==> config.mk <==
export PLATFORM = sky130hd
export DESIGN_NAME = nts_api_byte_master
export DESIGN_NICKNAME = d
export VERILOG_FILES = /design/src/rtl/nts_api_byte_master.sv
export SDC_FILE = /design/constraint.sdc
export NUM_CORES = 1
export LEC_CHECK = 0
export CELL_PAD_IN_SITES_DETAIL_PLACEMENT = 0
export CELL_PAD_IN_SITES_GLOBAL_PLACEMENT = 1
export CORE_MARGIN = 3
export CORE_UTILIZATION = 45
export CTS_CLUSTER_SIZE = 8
export DETAILED_ROUTE_END_ITERATION = 7
export DONT_BUFFER_PORTS = 1
export GPL_ROUTABILITY_DRIVEN = 0
export GPL_TIMING_DRIVEN = 0
export PLACE_DENSITY_LB_ADDON = 0.15
export SYNTH_ARGS = -nofsm -noshare
export SYNTH_HDL_FRONTEND = slang
export SYNTH_SLANG_ARGS = --single-unit
==> constraint.sdc <==
create_clock -name i_clk -period 2.7 [get_ports i_clk]
set_input_delay 0.405 -clock i_clk [delete_from_list [all_inputs] [get_ports i_clk]]
set_output_delay 0.405 -clock i_clk [all_outputs]
set_load 0.05 [all_outputs]
==> src/rtl/nts_api_byte_master.sv <==
// nts_api_byte_master
// Byte-stream bus master for the NTS engine external API. Framed read and
// write commands arrive on a valid/ready byte port. Each frame becomes one
// API access, and a response frame goes back on a second byte port.
//
// state  | meaning
// -------+-----------------------------------------------------------
// IDLE   | waiting for an opcode byte
// ARGS   | collecting address/data bytes, inter-byte timeout running
// ACCESS | single cs cycle on the API
// WAIT   | counting read latency before capturing read data
// TX     | shifting the response frame out on the tx port

module nts_api_byte_master #(
    parameter int          READ_LATENCY = 0,
    parameter logic [23:0] TIMEOUT      = 24'd1_000_000
) (
    input  logic        i_clk,
    input  logic        i_areset,
    input  logic        i_rx_valid,
    input  logic [7:0]  i_rx_data,
    output logic        o_rx_ready,
    output logic        o_tx_valid,
    output logic [7:0]  o_tx_data,
    input  logic        i_tx_ready,
    output logic        o_api_cs,
    output logic        o_api_we,
    output logic [11:0] o_api_address,
    output logic [31:0] o_api_write_data,
    input  logic [31:0] i_api_read_data,
    output logic        o_busy
);

    localparam logic [7:0]  OP_WRITE  = 8'h57;
    localparam logic [7:0]  OP_READ   = 8'h52;
    localparam logic [7:0]  RSP_ACK   = 8'h4B;
    localparam logic [7:0]  RSP_DATA  = 8'h44;
    localparam logic [7:0]  RSP_ERR   = 8'h45;
    localparam logic [15:0] WAIT_LOAD = 16'(READ_LATENCY - 1);

    typedef enum logic [2:0] {IDLE, ARGS, ACCESS, WAIT, TX} state_t;

    state_t      state;
    logic        is_write;
    logic [2:0]  arg_cnt;
    // Only AH[3:0] is kept: the upper nibble of the address byte is ignored.
    logic [35:0] args;
    logic [23:0] to_cnt;
    logic [15:0] wait_cnt;
    logic [39:0] resp_sr;
    logic [2:0]  tx_left;
    logic        last_arg;

    // Ready is a pure state decode, held low while reset is applied.
    assign o_rx_ready = ~i_areset & ((state == IDLE) | (state == ARGS));
    assign o_busy     = (state != IDLE);
    assign o_tx_data  = resp_sr[39:32];
    assign last_arg   = is_write ? (arg_cnt == 3'd5) : (arg_cnt == 3'd1);

    // Command sequencer: frame parsing, API access, read wait and response.
    always_ff @(posedge i_clk) begin
        if (i_areset) begin
            state            <= IDLE;
            is_write         <= 1'b0;
            arg_cnt          <= 3'd0;
            args             <= 36'd0;
            to_cnt           <= 24'd0;
            wait_cnt         <= 16'd0;
            resp_sr          <= 40'd0;
            tx_left          <= 3'd0;
            o_tx_valid       <= 1'b0;
            o_api_cs         <= 1'b0;
            o_api_we         <= 1'b0;
            o_api_address    <= 12'd0;
            o_api_write_data <= 32'd0;
        end else begin
            case (state)
                IDLE: begin
                    if (i_rx_valid) begin
                        if (i_rx_data == OP_WRITE || i_rx_data == OP_READ) begin
                            is_write <= (i_rx_data == OP_WRITE);
                            arg_cnt  <= 3'd0;
                            to_cnt   <= TIMEOUT;
                            state    <= ARGS;
                        end else begin
                            resp_sr    <= {RSP_ERR, 32'd0};
                            tx_left    <= 3'd1;
                            o_tx_valid <= 1'b1;
                            state      <= TX;
                        end
                    end
                end
                ARGS: begin
                    if (i_rx_valid) begin
                        // An arriving byte always wins over an expiring timer.
                        args    <= {args[27:0], i_rx_data};
                        arg_cnt <= arg_cnt + 3'd1;
                        to_cnt  <= TIMEOUT;
                        if (last_arg) begin
                            o_api_cs <= 1'b1;
                            o_api_we <= is_write;
                            if (is_write) begin
                                o_api_address    <= {args[35:32], args[31:24]};
                                o_api_write_data <= {args[23:0], i_rx_data};
                            end else begin
                                o_api_address <= {args[3:0], i_rx_data};
                            end
                            state <= ACCESS;
                        end
                    end else if (TIMEOUT != 24'd0 && to_cnt == 24'd0) begin
                        state <= IDLE;
                    end else if (to_cnt != 24'd0) begin
                        to_cnt <= to_cnt - 24'd1;
                    end
                end
                ACCESS: begin
                    o_api_cs <= 1'b0;
                    o_api_we <= 1'b0;
                    if (is_write) begin
                        resp_sr    <= {RSP_ACK, 32'd0};
                        tx_left    <= 3'd1;
                        o_tx_valid <= 1'b1;
                        state      <= TX;
                    end else if (READ_LATENCY == 0) begin
                        resp_sr    <= {RSP_DATA, i_api_read_data};
                        tx_left    <= 3'd5;
                        o_tx_valid <= 1'b1;
                        state      <= TX;
                    end else begin
                        wait_cnt <= WAIT_LOAD;
                        state    <= WAIT;
                    end
                end
                WAIT: begin
                    if (wait_cnt == 16'd0) begin
                        resp_sr    <= {RSP_DATA, i_api_read_data};
                        tx_left    <= 3'd5;
                        o_tx_valid <= 1'b1;
                        state      <= TX;
                    end else begin
                        wait_cnt <= wait_cnt - 16'd1;
                    end
                end
                TX: begin
                    if (i_tx_ready) begin
                        resp_sr <= {resp_sr[31:0], 8'd0};
                        tx_left <= tx_left - 3'd1;
                        if (tx_left == 3'd1) begin
                            o_tx_valid <= 1'b0;
                            state      <= IDLE;
                        end
                    end
                end
                default: state <= IDLE;
            endcase
        end
    end

endmodule

==> reports/results.tsv <==
metric	value	unit
outcome	complete, no violations	
hold_depth	2	
dieArea	0.01827	mm²
placed_cells	1130	
clock_skew	9.053	ps
p_leak	2.704	nW
finalCoreUtilization	52.36	%
syn_nets	966	
vias	6699	
regArea	0.003463	mm²
antenna_found_initial	0	
post-route-min-period	2601	ps
hpwl	15550	µm
hp-class	primary input to register	
clock_sinks	173	
synth_compound_area_share	22.24	%
critical_path.slowest_cell	or4_4	
peakVddDrop	0.4552	mV
rows	46	
dieHeight	135.2	µm
clkTransAtPathRegs	80	ps
ios	101	
path_cells	or4_4, or4_1, buf_2, or4_1, or4_1, a21oi_1	
slew_headroom	38.96	%
synth_top_family_by_area	compound AO/OA/AOI/OAI gates	
grt-ovfl-total	0	
instances_no_fill	1160	
rr_startpoint	to_cnt[13]	
final_cell_mix	nand2_1 (178), dfxtp_1 (173), a21oi_1 (110)	
final_nets	983	
dr.pass1.iters	7	
synth_fa_ha_area_share	1.334	%
avgViaCountPerCell	5.775	
clockBufferDepth	2	
antenna_cells	0	
ant_nets	0	
clk_latency	440	ps
r2r_setup_slack	100	ps
critPathMaxStageDelay	580	ps
area_growth	12.42	%
synth_flop_cell	dfxtp_1	
synthMuxAreaShare	2.017	%
synth-warning-count	0	
slew_violations	0	
total_power	0.005522	W
layout-drive-gt1-share	7.839	%
grt_use_total	23.35	%
crit_end	to_cnt[23]	
drc	0	
synth-async-reset-ratio	0	%
synth-xor-area-share	1.284	%
yosys_register_bits	173	
grt_pass1_vias	6463	
core-area	0.01612	mm²
synth_edf_count	0	
cp_common_cell	or4_1	
r2r.worst_path.cells	6	
cts_tree	built	
drt_wl_total	21290	µm
initial_core_util	46.58	%
max_freq	0.3844	GHz
post-cts-setup-buffers	0	
cap_violations	0	
path_class	register to register	
worstPathArrival	2970	ps
synth_cells	914	
setup_tns	0	ps
crit_cells	6	
crit_required	3070	ps
fp.dieW	135.2	µm
htreeDepth	4	
final_common_cell	nand2_1	
end_kind	register	
cts_hold_buf	0	
critPathLaunchType	register	
fill_cells	1567	
multi_input_area	0.003608	mm²
synth_cell_types	60	
grt_max_degree	19	
cts_root_buf	clkbuf_16	
cpLargestDelayFamily	simple AND/OR/NAND/NOR gates	
crit_buf_inv	1	
cts-buffers-inserted	17	
period_share	96.35	%
portBuffers	0	
r2r-end	to_cnt[23]	
rsz0062_at_grt	true	
finalSetupViolations	0	
yosys.area_share.simple	20.42	%
cp_max_fo	8	
syn_area_per_cell	8.212	µm²
timing.final.hold_violations	0	
wl_per_cell	18.35	µm
grt_first_pass_wirelength	33850	µm
crit_start	to_cnt[13]	
pwr_density_cell	654.4	mW/mm²
yosysSeqAreaShare	46.14	%
worst_slew_pin_slew	910.6	ps
syn-cell-area	0.007506	mm²
first_iter_violations	482	
-- layer usage --
layer | share of wire, % | global-route usage, % | wire length, µm
met1 | 46 | 31.37 | 9796
met2 | 46 | 37.00 | 9742
met3 | 5.8 | 5.981 | 1233
met4 | 2.4 | 7.447 | 513
met5 | 0 | 0 | 0
-- stage by stage --
step	worst slack [ps]	hold slack [ps]	instance area (µm²)
after detailed placement	-596.9	453.3	7781
after global routing	-4.398	99.60	8438
after floorplan	285.9	436.0	7506
after CTS	2.732	90.81	8394
final	98.51	102.9	8438
after global placement	-556.7	447.6	7776
-- flip-flops by register name, summed over array words and instances (netlist names) --
name              cells
tx_left               3
is_write              1
state                 3
o_tx_valid            1
wait_cnt             16
o_api_we              1
to_cnt               24
arg_cnt               3
o_api_address        12
o_api_write_data     32
args                 36
resp_sr              40
o_api_cs              1
-- synthesized netlist by cell type (all sizes together), types with 3 or more instances --
cell | n | area [µm²]
o2111ai | 4 | 35.03
o21ai | 15 | 75.07
and3 | 3 | 18.77
nor2 | 44 | 165.2
inv | 39 | 146.4
a32oi | 3 | 26.28
and2 | 4 | 25.03
nand4 | 3 | 18.77
nand3 | 15 | 75.07
buf | 16 | 97.58
or2 | 6 | 37.54
dfxtp | 173 | 3463
or4 | 24 | 183.9
a211oi | 13 | 97.59
xor2 | 7 | 61.31
a21oi | 110 | 550.5
o311ai | 24 | 210.2
or3 | 13 | 81.33
o31ai | 23 | 177.7
nand4b | 3 | 26.28
nor3 | 10 | 50.05
nand2 | 180 | 675.7
a31oi | 12 | 75.07
clkbuf | 65 | 245.2
o211ai | 37 | 277.8
mux2i | 14 | 140.1
ha | 8 | 100.1
nor4 | 6 | 37.54
nor2b | 4 | 25.02
xnor2 | 4 | 35.03
nand2b | 6 | 37.54
-- kinds of logic (layout without fill, tap and decap cells) --
family / count (synthesis) / in the layout
buf+inv: 121 / 151
simple gates: 329 / 329
flops: 173 / 173
fa+ha+maj: 8 / 8
compound gates: 257 / 257
xor+xnor: 11 / 11
mux: 15 / 15
-- where the power goes --
group | switching [W] | internal [W] | leakage [nW]
registers | 0.0000347 | 0.00257 | 1.39
logic | 0.000302 | 0.000109 | 1.02
clock network | 0.00117 | 0.00133 | 0.288
total | 0.00151 | 0.00401 | 2.70
-- worst min-delay path by stage --
stage / start / endpoint / slack, ps
after floorplan: args[28] / args[28] / 440
after global placement: args[35] / args[35] / 450
after detailed placement: args[31] / args[31] / 450
after CTS: i_rx_data[7] / o_api_write_data[7] / 90
after global routing: i_rx_data[3] / o_api_write_data[3] / 100
final: i_rx_data[0] / o_api_write_data[0] / 100
-- final cells by class --
cell class / count / area share (%)
multi-input combinational: 620 / 42.76
clock buffer: 17 / 5.042
clock inverter: 15 / 2.017
tap: 216 / 3.203
sequential: 173 / 41.04
buffer: 79 / 4.107
inverter: 40 / 1.824
-- timing repair --
item / 4_1_cts / 5_1_grt
gates resized for setup: 6 / 23
endpoints found under the setup margin: 73 / 86
gates cloned: 0 / 0
Note: power is estimated with default switching activity, not from simulation.
